`src/rtl/mc_ctrl_pkg.sv`:
```
// Shared encodings for the mini-MIPS multi-cycle sequencer: states, mux selects,
// multi-cycle ALU ops and the jr jump-source code.
package mc_ctrl_pkg;

  localparam int unsigned STATE_W = 3;
  localparam int unsigned SEL_W   = 2;
  localparam int unsigned OP_W    = 6;
  localparam int unsigned ALUOP_W = 4;

  typedef enum logic [STATE_W-1:0] {
    ST_FETCH  = 3'd0,
    ST_DECODE = 3'd1,
    ST_EXEC   = 3'd2,
    ST_MEM    = 3'd3,
    ST_WB     = 3'd4
  } mc_state_e;

  localparam logic [SEL_W-1:0] PC_SRC_PC4    = 2'b00;
  localparam logic [SEL_W-1:0] PC_SRC_BRANCH = 2'b01;
  localparam logic [SEL_W-1:0] PC_SRC_JUMP   = 2'b10;
  localparam logic [SEL_W-1:0] PC_SRC_REG    = 2'b11;

  localparam logic [SEL_W-1:0] WB_SEL_ALU  = 2'b00;
  localparam logic [SEL_W-1:0] WB_SEL_MEM  = 2'b01;
  localparam logic [SEL_W-1:0] WB_SEL_LINK = 2'b10;
  localparam logic [SEL_W-1:0] WB_SEL_FP   = 2'b11;

  localparam logic [SEL_W-1:0] JSRC_JR = 2'b10;

  localparam logic [OP_W-1:0] OP_RTYPE = 6'h00;
  localparam logic [OP_W-1:0] OP_JAL   = 6'h03;

  localparam logic [ALUOP_W-1:0] ALU_OP_MULT = 4'b0011;
  localparam logic [ALUOP_W-1:0] ALU_OP_DIV  = 4'b0100;
  localparam logic [ALUOP_W-1:0] ALU_OP_DIVU = 4'b0101;

  // R-type ops that run on the iterative ALU and need the start/done handshake.
  function automatic logic is_multicycle(input logic [OP_W-1:0]    opcode,
                                         input logic [ALUOP_W-1:0] alu_op);
    return (opcode == OP_RTYPE) &&
           ((alu_op == ALU_OP_MULT) || (alu_op == ALU_OP_DIV) || (alu_op == ALU_OP_DIVU));
  endfunction

endpackage

```
`src/rtl/mc_perf_counters.sv`:
```
// Cycle and retired-instruction counters; only present when MC_PERF_CNT_EN is defined.
`ifdef MC_PERF_CNT_EN
module mc_perf_counters #(
  parameter int unsigned CNT_W = 32
) (
  input  logic             clk,
  input  logic             rst_n,
  input  logic             en,
  input  logic             retire,
  output logic [CNT_W-1:0] cycle_cnt,
  output logic [CNT_W-1:0] instret_cnt
);

  // Both counters wrap naturally at 2^CNT_W.
  always_ff @(posedge clk or negedge rst_n) begin
    if (!rst_n) begin
      cycle_cnt   <= '0;
      instret_cnt <= '0;
    end else begin
      if (en)     cycle_cnt   <= cycle_cnt + CNT_W'(1);
      if (retire) instret_cnt <= instret_cnt + CNT_W'(1);
    end
  end

endmodule
`endif

```
`src/rtl/multicycle_ctrl.sv`:
```
// Multi-cycle FETCH/DECODE/EXEC/MEM/WB sequencer for the mini-MIPS datapath.
// Optional performance counters are built when MC_PERF_CNT_EN is defined.
module multicycle_ctrl
  import mc_ctrl_pkg::*;
#(
  parameter int unsigned ALU_TIMEOUT = 0,
  parameter int unsigned LINK_REG    = 31,
  parameter int unsigned CNT_W       = 32
) (
  input  logic             clk,
  input  logic             rst_n,
  input  logic             en,
  output logic             imem_req,
  input  logic             imem_ready,
  output logic             dmem_req,
  output logic             dmem_we,
  input  logic             dmem_ready,
  input  logic             dec_reg_write,
  input  logic             dec_mem_read,
  input  logic             dec_mem_write,
  input  logic             dec_branch,
  input  logic             dec_jump,
  input  logic             dec_is_float,
  input  logic             dec_mfc1,
  input  logic             dec_mtc1,
  input  logic [1:0]       dec_jump_src,
  input  logic [3:0]       dec_alu_op,
  input  logic [5:0]       dec_opcode,
  input  logic             branch_cond,
  output logic             alu_start,
  input  logic             alu_done,
  output logic             ir_write,
  output logic             pc_write,
  output logic [1:0]       pc_src,
  output logic             rf_we,
  output logic             fp_rf_we,
  output logic             fcc_we,
  output logic [1:0]       wb_sel,
  output logic             link_we,
  output logic             alu_err,
  output logic [2:0]       state,
  output logic [CNT_W-1:0] cycle_cnt,
  output logic [CNT_W-1:0] instret_cnt
);

  localparam int unsigned TMO_W   = 32;
  localparam logic [TMO_W-1:0] TIMEOUT = TMO_W'(ALU_TIMEOUT);
  // A link into $zero would be discarded by the register file, so jal skips the write.
  localparam bit LINK_OK = (LINK_REG != 0) && (LINK_REG < 32);

  mc_state_e        state_q, state_d;
  logic             alu_wait_q, alu_wait_d;
  logic [TMO_W-1:0] wait_cnt_q, wait_cnt_d;
  logic             alu_err_q, alu_err_d;
  logic             exec_done;
  logic             mc_op;
  logic             is_jal;
  logic             timeout_hit;

  assign mc_op       = is_multicycle(dec_opcode, dec_alu_op);
  assign is_jal      = dec_jump && (dec_opcode == OP_JAL);
  assign timeout_hit = (TIMEOUT != '0) && ((wait_cnt_q + TMO_W'(1)) == TIMEOUT);

  assign state   = state_q;
  assign alu_err = alu_err_q;

  // State and ALU-wait bookkeeping registers.
  always_ff @(posedge clk or negedge rst_n) begin
    if (!rst_n) begin
      state_q    <= ST_FETCH;
      alu_wait_q <= 1'b0;
      wait_cnt_q <= '0;
      alu_err_q  <= 1'b0;
    end else begin
      state_q    <= state_d;
      alu_wait_q <= alu_wait_d;
      wait_cnt_q <= wait_cnt_d;
      alu_err_q  <= alu_err_d;
    end
  end

  // Next state and control strobes; everything is forced low while reset is held.
  always_comb begin
    state_d    = state_q;
    alu_wait_d = alu_wait_q;
    wait_cnt_d = wait_cnt_q;
    alu_err_d  = alu_err_q;
    exec_done  = 1'b0;
    imem_req   = 1'b0;
    dmem_req   = 1'b0;
    dmem_we    = 1'b0;
    alu_start  = 1'b0;
    ir_write   = 1'b0;
    pc_write   = 1'b0;
    pc_src     = PC_SRC_PC4;
    rf_we      = 1'b0;
    fp_rf_we   = 1'b0;
    fcc_we     = 1'b0;
    wb_sel     = WB_SEL_ALU;
    link_we    = 1'b0;

    if (rst_n) begin
      unique case (state_q)
        ST_FETCH: begin
          imem_req = en;
          if (en && imem_ready) begin
            ir_write = 1'b1;
            pc_write = 1'b1;
            pc_src   = PC_SRC_PC4;
            state_d  = ST_DECODE;
          end
        end

        ST_DECODE: begin
          if (dec_jump) begin
            pc_write = 1'b1;
            pc_src   = (dec_jump_src == JSRC_JR) ? PC_SRC_REG : PC_SRC_JUMP;
            if (is_jal && LINK_OK) begin
              rf_we   = 1'b1;
              link_we = 1'b1;
              wb_sel  = WB_SEL_LINK;
            end
            state_d = ST_FETCH;
          end else begin
            state_d = ST_EXEC;
          end
        end

        ST_EXEC: begin
          // First EXEC cycle of a multi-cycle op only issues start; done is honoured afterwards.
          if (!mc_op) begin
            exec_done = 1'b1;
          end else if (!alu_wait_q) begin
            alu_start  = 1'b1;
            alu_wait_d = 1'b1;
            wait_cnt_d = '0;
          end else if (alu_done) begin
            exec_done = 1'b1;
          end else if (timeout_hit) begin
            exec_done = 1'b1;
            alu_err_d = 1'b1;
          end else begin
            wait_cnt_d = wait_cnt_q + TMO_W'(1);
          end

          if (exec_done) begin
            alu_wait_d = 1'b0;
            if (dec_branch) begin
              pc_write = branch_cond;
              pc_src   = PC_SRC_BRANCH;
              state_d  = ST_FETCH;
            end else if (dec_mem_read || dec_mem_write) begin
              state_d = ST_MEM;
            end else begin
              state_d = ST_WB;
            end
          end
        end

        ST_MEM: begin
          dmem_req = 1'b1;
          dmem_we  = dec_mem_write;
          if (dmem_ready) state_d = dec_mem_read ? ST_WB : ST_FETCH;
        end

        ST_WB: begin
          rf_we    = (dec_reg_write && !dec_is_float) || dec_mfc1;
          fp_rf_we = (dec_reg_write && dec_is_float && !dec_mfc1) || dec_mtc1;
          fcc_we   = dec_is_float && !dec_reg_write && !dec_mtc1;
          if (dec_mem_read)  wb_sel = WB_SEL_MEM;
          else if (dec_mfc1) wb_sel = WB_SEL_FP;
          else               wb_sel = WB_SEL_ALU;
          state_d = ST_FETCH;
        end

        default: state_d = ST_FETCH;
      endcase
    end
  end

`ifdef MC_PERF_CNT_EN
  logic retire;

  // Final cycle of an instruction is any non-FETCH cycle heading back to FETCH.
  assign retire = rst_n && (state_q != ST_FETCH) && (state_d == ST_FETCH);

  mc_perf_counters #(
    .CNT_W (CNT_W)
  ) u_perf (
    .clk         (clk),
    .rst_n       (rst_n),
    .en          (en),
    .retire      (retire),
    .cycle_cnt   (cycle_cnt),
    .instret_cnt (instret_cnt)
  );
`else
  assign cycle_cnt   = '0;
  assign instret_cnt = '0;
`endif

endmodule

```
`config.mk`:
```
export PLATFORM = sky130hd
export DESIGN_NAME = multicycle_ctrl
export DESIGN_NICKNAME = d
export VERILOG_FILES = /design/src/rtl/mc_ctrl_pkg.sv /design/src/rtl/mc_perf_counters.sv /design/src/rtl/multicycle_ctrl.sv
export SDC_FILE = /design/constraint.sdc
export NUM_CORES = 1
export LEC_CHECK = 0
export BUFFER_PORTS_ARGS = -buffer_cell sky130_fd_sc_hd__buf_2
export CAP_MARGIN = 20
export CORE_ASPECT_RATIO = 0.9
export CORE_MARGIN = 10
export CORE_UTILIZATION = 35
export DETAILED_ROUTE_END_ITERATION = 16
export GPL_ROUTABILITY_DRIVEN = 1
export PLACE_DENSITY_LB_ADDON = 0.2
export SYNTH_ARGS = -nofsm -noshare
export SYNTH_HDL_FRONTEND = slang
export SYNTH_SLANG_ARGS = --single-unit
```
`constraint.sdc`:
```
create_clock -name clk -period 1.8 [get_ports clk]
set_input_delay 0.27 -clock clk [delete_from_list [all_inputs] [get_ports clk]]
set_output_delay 0.27 -clock clk [all_outputs]
set_load 0.02 [all_outputs]
```
; ---- Yosys cells after proc, flatten, opt, wreduce, memory -nomap -nowiden
; Cells that the tools add are included.
[op_classes]
n_eq_ne = 12
n_reduce_logical = 22
n_mux = 55
[ops]
columns = cell, count
row1 = $mux 1, 36
row2 = $mux 3, 6
row3 = $mux 2, 8
row4 = $pmux 3 s4, 1
row5 = $eq 4x3->1 const B, 2
row6 = $logic_and 1x1->1, 8
row7 = $pmux 2 s2, 2
row8 = $eq 3x2->1 const B, 2
row9 = $eq 6x2->1 const B, 1
row10 = $logic_not 6->1, 1
row11 = $ne 2x2->1 const B, 3
row12 = $logic_or 1x1->1, 5
row13 = $eq 4x2->1 const B, 1
row14 = $logic_not 1->1, 4
row15 = $reduce_and 4->1, 1
row16 = $eq 3x1->1 const B, 1
row17 = $eq 3x3->1 const B, 1
row18 = $logic_not 3->1, 1
row19 = $pmux 1 s3, 1
row20 = $reduce_and 3->1, 1
row21 = $eq 2x2->1 const B, 1
row22 = $pmux 1 s2, 1
row23 = $reduce_bool 2->1, 1
[totals]
register_bits = 4

; ---- Logic depth before layout (Yosys ltp)
; Gate-level depths: netlist of the first run.
[depth]
depth_word = 10
depth_mapped = 5
depth_no_buf = 4

; ---- Worst setup path before layout of the first run
; OpenSTA, ideal clock, no wires.
[synth_timing]
kind = register to output
start = reg state_q[0], in the netlist state[0]
end = out fcc_we
path_stages_with_launch = 5
t_required_ns = 1.530
n_path_buf = 1
arrival_time_ns = 1.773
slack_ns = -0.243
cell_sequence = dfrtp_1 clkbuf_1 nor2_1 nand3_1 nor4b_1
[synth_via]
elab_chain_cells = 3
[synth_lines]
columns = element, line
row1 = start: declaration, multicycle_ctrl.sv:51  ; mc_state_e state_q, state_d;
row2 = start signal: assignment, multicycle_ctrl.sv:75  ; state_q <= state_d;
row3 = $eq 3x3->1, multicycle_ctrl.sv:103  ; unique case (state_q)
row4 = $mux 1, multicycle_ctrl.sv:103
row5 = $mux 1, multicycle_ctrl.sv:102  ; if (rst_n) begin
row6 = end: declaration, multicycle_ctrl.sv:37  ; output logic fcc_we,
; No other way between the ends.

; ---- Final worst setup path of the first run
[layout_timing]
start = reg state_q[1], in the netlist state[1]
end = out pc_src[0]
[layout_via]
elab_chain_cells = 3
word_cells_on_any_way = 4
[layout_lines]
columns = element, line
row1 = $eq 3x2->1 or $eq 3x1->1 (tied branches), multicycle_ctrl.sv:103
row2 = $pmux 2 s2 *, multicycle_ctrl.sv:103
row3 = $mux 2 *, multicycle_ctrl.sv:102
row4 = end: declaration, multicycle_ctrl.sv:34  ; output logic [1:0] pc_src,
; Mark *: on every way between the ends. The rest lies on a longest branch, timed or not.

==> flow_metrics.py, run 1 <==
metrics = {
    "floorplanning": {
        "pin_count": 109,
        "rows": 18,
        "fp.dieH_um": 71.1,
        "die-area_um2": 5460,
        "start_util_pct": 36.6,
        "fp.dieW_um": 76.8,
        "core_area_um2": 2770,
    },
    "sta": {
        "finClkSkew_ps": 5.97,
        "final.setup.tns_ps": -144,
        "layout_worst_path_cycle_share_pct": 103,
        "rsz0062_at_grt": "true",
        "slew_headroom_pct": 65.4,
        "final-hold-violation-count": 0,
        "max_freq_mhz": 538,
        "slew_viol_final": 0,
        "setup_viol": 3,
        "tightest_slew_ps": 511,
        "setup_ws_ps": -59.8,
        "period_needed_ps": 1860,
    },
    "worst_setup_path": {
        "r2r_start": "state[0]$_DFFE_PN0P_",
        "critPathLaunch": "state[1]$_DFFE_PN0P_",
        "r2r-end": "state[2]$_DFFE_PN0P_",
        "cp_data_arrival_time_ps": 1590,
        "cp-end-kind": "output pin",
        "path_max_fanout": 3,
        "r2r_cells": 5,
        "start_kind": "flip-flop",
        "reg2reg_slack_ps": 140,
        "endpoint": "pc_src[0]",
        "crit_type": "reg2out",
        "cp.required_ps": 1530,
    },
    "logic_synthesis": {
        "synth_top_cell_area_share_pct": 48.8,
        "synth_edf_count": 0,
        "synth_seq_area_share_pct": 9.86,
        "ys_ff_latch": 4,
        "synthesis.instances": 138,
        "yosys.area.top_type": "buf_4",
        "ys.warnings.count": 0,
        "async_flop_share_pct": 100,
        "synthFlopType": "dfrtp_1",
        "synth_commonest_cells": "buf_4, nor2_1, a21oi_1, dfrtp_1, inv_1",
        "ys_types": 40,
        "synthTopCellsByArea": "buf_4, dfrtp_1, nor2_1",
        "synth.avg_cell_area_um2": 7.35,
        "syn_area_um2": 1010,
        "synthMostInstantiatedCell": "buf_4",
    },
    "power": {
        "cellPowerDensity_nw_per_um2": 780,
        "pwr-share-comb_pct": 74.3,
        "seqPwrFrac_pct": 14.3,
        "intPower_mw": 0.458,
        "swShare_pct": 53.7,
        "p_clk_share_pct": 11.4,
        "p_leak_nw": 0.689,
        "vdd_drop_max_mv": 0.366,
        "switchingPower_mw": 0.532,
        "fin_total_pwr_mw": 0.990,
    },
    "routing": {
        "vias_per_cell": 4.11,
        "vias": 946,
        "drt-wirelength-per-cell_um": 14.4,
        "drc": 0,
        "first_pass_iters": 4,
        "first_iter_violations": 27,
        "finalWirelength_mm": 3.31,
        "antenna_left": 0,
    },
    "cts": {
        "clockBufferDepth": 2,
        "cts_tree": "yes",
        "root_buffer": "clkbuf_4",
        "clk_latency_ps": 240,
        "clkSinkCount": 4,
        "h-tree-depth": 1,
        "cts_buffers": 3,
        "clkTransAtPathRegs_ps": 40,
    },
    "grt": {
        "gr-total-overflow": 0,
        "grt_antenna_before_repair": 0,
        "met2_usage_pct": 17.8,
        "grt_pass1_vias": 1030,
        "grt_max_degree": 14,
        "grt_usage_pct": 10.6,
        "grt_util_met3_pct": 4.92,
        "grt_first_pass_wirelength_mm": 5.00,
        "grt.busiest_layer": "met2",
        "grtUsageMet1_pct": 12.3,
    },
    "placed_design": {
        "dp.cells": 224,
        "portBuffers": 43,
        "pre_cts_ws_ps": 41.1,
        "hpwl_mm": 2.82,
        "gp_congestion": 0.732,
    },
    "final_layout": {
        "syn_to_final_growth_pct": 25.2,
        "drive_gt1_share_pct": 37.9,
        "n_antenna_cell": 0,
        "nets": 219,
        "fillers": 307,
        "fin_util_pct": 45.8,
        "layoutNonFillerInstCount": 230,
    },
    "hold_path": {
        "hold_path_class": "in2reg",
    },
    "outcome": {
        "status": "complete, but fails checks",
        "violations": "setup timing",
    },
    "job": {
        "cap_violations": 0,
    },
}
==> routing by layer <==
| metal | wire length [µm] | vias up |
|---|---|---|
| met5 | 0 | - |
| met4 | 0 | 0 |
| met3 | 334 | 0 |
| met2 | 1560 | 64 |
| met1 | 1420 | 425 |
| li1 | - | 457 |
==> power by group through the flow <==
| stage | Sequential, mW | Combinational [mW] | Clock, mW |
|---|---|---|---|
| 6_report | 0.142 | 0.735 | 0.113 |
| 5_1_grt | 0.146 | 0.795 | 0.128 |
| 4_1_cts | 0.140 | 0.684 | 0.120 |
| 3_5_place_dp | 0.133 | 0.610 | 0 |
| 3_3_place_gp | 0.132 | 0.611 | 0 |
| 2_1_floorplan | 0.159 | 0.505 | 0 |
==> sequential cells by signal (all words and copies together), names as in the netlist <==
name        count
alu_wait_q      1
state           3
==> area by class of cell <==
class,instances,area (µm²),share of cell area (%)
sequential,4,101,7.98
clock buffer,3,22.5,1.77
inverter,4,15.0,1.18
multi-input combinational,125,744,58.6
tap,40,50.0,3.94
timing repair buffer,54,337,26.5
==> stage by stage <==
stage | hold slack (ps) | cell area, µm²
6_report | 403 | 1270
3_3_place_gp | 207 | 1120
5_1_grt | 401 | 1270
4_1_cts | 399 | 1210
3_5_place_dp | 205 | 1120
2_1_floorplan | -25.6 | 1300
==> layout by cell type, fill, tap and decap left out, types with 2 or more instances in the layout <==
master / n
buf_4: 12
nand2_1: 3
o31ai_1: 2
a21oi_1: 4
nand4_1: 2
nor2_1: 6
inv_1: 4
clkbuf_4: 3
buf_6: 5
nor2b_1: 2
a21boi_2: 2
o21ai_1: 2
dfrtp_1: 3
conb_1: 65
o32ai_1: 2
nand3_1: 2
buf_2: 36
nor4_4: 2
==> worst min path at each step <==
stage / slack [ps] / from / end / cells after the start
floorplan: -30 / rst_n / alu_wait_q$_DFFE_PN0P_ / 0
global placement: 210 / rst_n / state[0]$_DFFE_PN0P_ / 2
detailed placement: 200 / rst_n / state[0]$_DFFE_PN0P_ / 2
CTS: 400 / alu_done / state[0]$_DFFE_PN0P_ / 3
global route: 400 / alu_done / state[0]$_DFFE_PN0P_ / 3
finish: 400 / alu_done / state[0]$_DFFE_PN0P_ / 3
==> kinds of logic after synthesis <==
family | Yosys count | synth area share, %
and+or+nand+nor | 38 | 22.6
other | 1 | 0.370
muxes | 1 | 0.986
AOI/OAI and AO/OA | 21 | 14.8
DFF | 4 | 9.86
buffers and inverters | 73 | 51.4
==> worst max-delay path, stage by stage, from the launching register on <==
cell	delay [ps]
dfrtp_1	370
nand2b_4	160
nor3b_4	260
nand3b_1	150
a221oi_4	250
buf_6	150
==> repair_timing <==
action | 4_1_cts | 5_1_grt
pin swaps | 6 | 3
endpoints found under the hold margin | 4 | 0
gates resized for setup | 15 | 9
hold buffers | 1 | 0
buffers inserted | 1 | 1
setup endpoints to repair | 7 | 9
Power figures use the tool's default switching activity.
==> inputs of run 2 (changes only) <==
PLACE_DENSITY = 0.82   (was default)
PLACE_DENSITY_LB_ADDON = default   (was 0.2)
==> run 2 against run 1 <==
Sequential power about the same. Core utilization decreased by 1.1 points. Worst hold slack got worse by 390 ps. Maximum frequency increased by 1.3%. The run still ends with setup timing left. Clock-buffer cell count unchanged.
==> flow_metrics.py, run 2 (same netlist as run 1, synthesis figures left out) <==
metrics = {
    "grt": {
        "grt.busiest_layer": "met2",
        "grt_first_pass_wirelength_mm": 4.92,
        "met2_usage_pct": 21.1,
        "grt_pass1_vias": 1062,
        "grt_usage_pct": 10.7,
        "grtUsageMet1_pct": 9.25,
        "gr-total-overflow": 0,
        "grt_antenna_before_repair": 0,
        "grt_max_degree": 14,
        "grt_util_met3_pct": 5.18,
    },
    "worst_setup_path": {
        "r2r_cells": 5,
        "cp_data_arrival_time_ps": 1570,
        "cp-end-kind": "output pin",
        "cp.required_ps": 1530,
        "path_max_fanout": 3,
        "start_kind": "flip-flop",
        "crit_type": "reg2out",
    },
    "sta": {
        "slew_viol_final": 0,
        "final-hold-violation-count": 0,
        "period_needed_ps": 1840,
        "layout_worst_path_cycle_share_pct": 102,
        "finClkSkew_ps": 4.25,
        "rsz0062_at_grt": "true",
        "setup_viol": 2,
        "slew_headroom_pct": 65.8,
        "max_freq_mhz": 545,
        "tightest_slew_ps": 505,
        "setup_ws_ps": -36.1,
        "fin_hold_ws_ps": 9.14,
    },
    "final_layout": {
        "drive_gt1_share_pct": 38.8,
        "fillers": 291,
        "fin_util_pct": 44.8,
        "final_common_cell": "conb_1",
        "syn_to_final_growth_pct": 22.2,
        "nets": 217,
        "largest_register_ffs": 3,
        "mostFrequentLayoutCells": "conb_1, buf_2, buf_4",
        "n_antenna_cell": 0,
    },
    "placed_design": {
        "hpwl_mm": 2.80,
        "portBuffers": 43,
        "gp_congestion": 0.816,
    },
    "floorplanning": {
        "start_util_pct": 36.6,
        "fp.dieW_um": 76.8,
        "die-area_um2": 5460,
        "rows": 18,
        "pin_count": 109,
        "fp.dieH_um": 71.1,
        "core_area_um2": 2770,
    },
    "outcome": {
        "status": "complete, but fails checks",
        "violations": "setup timing",
    },
    "cts": {
        "clockBufferDepth": 2,
        "clkSinkCount": 4,
        "clkTransAtPathRegs_ps": 40,
        "clk_latency_ps": 250,
        "root_buffer": "clkbuf_4",
        "cts_buffers": 3,
        "h-tree-depth": 1,
        "cts_tree": "yes",
    },
    "routing": {
        "drc": 0,
        "first_pass_iters": 4,
        "vias": 963,
        "first_iter_violations": 36,
        "finalWirelength_mm": 3.26,
        "drt-wirelength-per-cell_um": 14.3,
        "antenna_left": 0,
        "vias_per_cell": 4.22,
    },
    "job": {
        "cap_violations": 0,
    },
    "power": {
        "cellPowerDensity_nw_per_um2": 768,
        "vdd_drop_max_mv": 0.184,
        "p_leak_nw": 0.670,
    },
    "hold_path": {
        "hold_path_class": "in2async",
    },
}
[run 2: through the flow]
step / area [µm²] / cells / power (mW) / setup WS (ps) / TNS (ps)
2_1_floorplan: 1300 / 202 / 0.664 / -35.2 / -50.8
3_3_place_gp: 1110 / 222 / 0.714 / 121 / 0
5_1_grt: 1240 / 228 / 1.02 / -142 / -435
3_5_place_dp: 1110 / 222 / 0.720 / 80.4 / 0
4_1_cts: 1180 / 227 / 0.901 / -38.1 / -38.1
6_report: 1240 / 228 / 0.952 / -36.1 / -51.3
[run 2: layout make-up]
cell class	count	area, µm²	area share (%)
Tap cell	40	50.0	4.04
Timing Repair Buffer	52	312	25.1
Sequential cell	4	103	8.27
Clock buffer	3	22.5	1.82
Inverter	4	15.0	1.21
Multi-Input combinational cell	125	738	59.5
[run 2: per-layer routing]
| metal | wire length (µm) | vias to the layer above |
|---|---|---|
| met5 | 0 | - |
| met4 | 32 | 0 |
| met3 | 373 | 3 |
| met2 | 1830 | 53 |
| met1 | 1030 | 454 |
| li1 | - | 453 |
[run 2: worst paths after layout]
kind | from | to | slack [ps]
max in group asynchronous | rst_n | state[2]$_DFFE_PN0P_ | 1270
hold reg to reg | alu_wait_q$_DFFE_PN0P_ | alu_wait_q$_DFFE_PN0P_ | 570
setup / recovery | state[1]$_DFFE_PN0P_ | pc_src[0] | -40
min in group clk | rst_n | state[2]$_DFFE_PN0P_ | 310
setup reg to reg | state[0]$_DFFE_PN0P_ | state[2]$_DFFE_PN0P_ | 170
hold / removal | rst_n | state[1]$_DFFE_PN0P_ | 9
[run 2: repair_timing]
| action | in CTS | in global routing |
|---|---|---|
| resized for setup | 10 | 12 |
| setup buffers | 1 | 1 |
| pin swaps | 4 | 5 |
| endpoints found under the setup margin | 6 | 8 |
| hold buffers | 1 | 0 |
| hold endpoints to repair | 1 | 0 |
[run 2: where the power goes]
part | switching [mW] | total (mW) | internal [mW]
Combinational | 0.449 | 0.688 | 0.239
Sequential | 0.0271 | 0.141 | 0.114
Clock | 0.0474 | 0.123 | 0.0753
Total | 0.523 | 0.952 | 0.428
[run 2: worst max-delay path, cell delays in order, from the launching register on]
cell and delay [ps]:
dfrtp_1 380, nand2b_4 160, nor3b_4 220, nand3b_1 150, a221oi_4 250, buf_6 150
==> inputs of run 3 (changes only) <==
ABC_AREA = 1   (was default)
PLACE_DENSITY = 0.81   (was 0.82)
==> run 3 against run 2 <==
The flow now finishes without violations. Wire length decreased by 8.2%. Die area rose by 2.0%. Sequential cell count unchanged. Setup slack improved by 110 ps. Via count is 0.31% lower. Global-route usage decreased by 1.3 points.
==> flow_metrics.py, run 3 <==
metrics = {
    "outcome": {
        "status": "finished, final reports clean",
    },
    "logic_synthesis": {
        "syn_area_um2": 1040,
        "synth_edf_count": 0,
        "ys.warnings.count": 0,
        "synth_top_cell_area_share_pct": 46.8,
        "async_flop_share_pct": 100,
        "synthFlopType": "dfrtp_1",
        "ys_ff_latch": 4,
        "synth_seq_area_share_pct": 9.60,
        "synth_commonest_cells": "buf_4, nand2_1, nor2_1",
        "synthMostInstantiatedCell": "buf_4",
        "ys_types": 23,
        "synthesis.instances": 163,
        "yosys.area.top_type": "buf_4",
        "synth.avg_cell_area_um2": 6.39,
        "synthTopCellsByArea": "buf_4, dfrtp_1, nand2_1",
    },
    "final_layout": {
        "nets": 239,
        "drive_gt1_share_pct": 31.0,
        "mostFrequentLayoutCells": "conb_1, buf_2, nand2_1",
        "final_common_cell": "conb_1",
        "seq_area_um2": 104,
        "multiInputGateArea_um2": 661,
        "fillers": 317,
        "fin_util_pct": 41.0,
        "n_antenna_cell": 0,
        "syn_to_final_growth_pct": 9.96,
        "largest_register_ffs": 3,
    },
    "worst_setup_path": {
        "crit_slowest_cell": "dfrtp_2",
        "start_kind": "flip-flop",
        "cp_data_arrival_time_ps": 1450,
        "path_cells": "inv_2 -> nand4_1 -> nor2_1 -> nand2_1 -> a21oi_2 -> buf_6",
        "crit_type": "reg2out",
        "cp.required_ps": 1530,
        "max_stage_delay_ps": 430,
        "cp-end-kind": "output pin",
        "path_max_fanout": 5,
    },
    "sta": {
        "finClkSkew_ps": 0.704,
        "final.setup.tns_ps": 0,
        "slew_viol_final": 0,
        "layout_worst_path_cycle_share_pct": 95.7,
        "rsz0062_at_grt": "true",
        "setup_viol": 0,
        "final-hold-violation-count": 0,
        "max_freq_mhz": 580,
        "period_needed_ps": 1720,
    },
    "grt": {
        "gr-total-overflow": 0,
        "met2_usage_pct": 16.9,
        "grt.busiest_layer": "met2",
        "grt_pass1_vias": 949,
        "grt_first_pass_wirelength_mm": 4.42,
        "grt_antenna_before_repair": 0,
        "grtUsageMet1_pct": 8.56,
        "grt_util_met3_pct": 6.23,
        "grt_usage_pct": 9.41,
        "grt_max_degree": 12,
    },
    "floorplanning": {
        "pin_count": 109,
        "start_util_pct": 37.3,
        "rows": 18,
        "fp.dieW_um": 77.5,
        "die-area_um2": 5560,
        "core_area_um2": 2790,
        "fp.dieH_um": 71.8,
    },
    "routing": {
        "finalWirelength_mm": 2.99,
        "vias": 960,
        "vias_per_cell": 3.84,
        "drt-wirelength-per-cell_um": 12.0,
        "first_pass_iters": 4,
        "antenna_left": 0,
        "first_iter_violations": 17,
        "drc": 0,
    },
    "placed_design": {
        "gp_congestion": 0.884,
        "portBuffers": 43,
        "hpwl_mm": 2.72,
    },
    "cts": {
        "cts_buffers": 3,
        "clkSinkCount": 4,
        "h-tree-depth": 1,
        "cts_tree": "yes",
        "clockBufferDepth": 2,
        "clkTransAtPathRegs_ps": 30,
        "root_buffer": "clkbuf_4",
        "clk_latency_ps": 240,
    },
    "power": {
        "cellPowerDensity_nw_per_um2": 737,
        "fin_total_pwr_mw": 0.845,
        "vdd_drop_max_mv": 0.267,
        "p_leak_nw": 0.695,
    },
    "hold_path": {
        "hold_path_class": "in2reg",
    },
    "job": {
        "cap_violations": 0,
    },
}
run 3: layout make-up:
type	instances	area share, %
timing repair buffer	46	22.4
multi-input combinational	144	57.6
tap	40	4.37
clock buffer	3	1.97
inverter	13	4.59
sequential	4	9.06
run 3: per-stage QoR:
step	hold slack [ps]	area, µm²	setup WS (ps)	instances
global placement	97.5	1060	302	244
global route	409	1150	-23.4	250
CTS	375	1090	11.1	248
detailed placement	103	1060	264	244
floorplan	-25.6	1280	101	227
finish	380	1150	76.8	250
run 3: final timing paths:
check                                        from                     end  slack, ps  cells after the start
hold reg to reg            alu_wait_q$_DFFE_PN0P_  alu_wait_q$_DFFE_PN0P_        530                      2
setup / recovery             state[1]$_DFFE_PN0P_               pc_src[0]         80                      6
max in group asynchronous                   rst_n    state[0]$_DFFE_PN0P_       1140                      2
min in group asynchronous                   rst_n    state[1]$_DFFE_PN0P_        460                      2
setup reg to reg             state[0]$_DFFE_PN0P_    state[2]$_DFFE_PN0P_        600                      6
hold / removal                           dec_jump    state[1]$_DFFE_PN0P_        380                      4
run 3: layer usage:
layer / routed length, µm / share of wire, %
met5: 0 / 0
met4: 22 / 0.73
met3: 403 / 13
met2: 1570 / 53
met1: 996 / 33
run 3: repair_timing:
item | CTS | global route
setup buffers | 0 | 2
setup endpoints to repair | 0 | 7
resized for setup | 0 | 16
hold buffers | 1 | 0
endpoints found under the hold margin | 4 | 0
run 3: critical path, delay by kind of cell, from the launching register on:
| family | cells | cell delay, ps |
|---|---|---|
| flops | 1 | 430 |
| buf+inv | 2 | 210 |
| simple gates | 3 | 440 |
| compound gates | 1 | 130 |
run 3: kinds of logic (layout without fill, tap and decap cells):
logic type | count (synthesis) | count (layout) | share of synthesized area [%]
buffers and inverters | 79 | 62 | 52.0
AND/OR/NAND/NOR | 67 | 67 | 31.9
AO/OA/AOI/OAI | 12 | 12 | 6.12
flip-flops | 4 | 4 | 9.60
other | 1 | 65 | 0.360
run 3: where the power goes:
group / switching (mW) / internal (mW)
clock: 0.0354 / 0.0744
combinational: 0.405 / 0.165
sequential: 0.0461 / 0.119
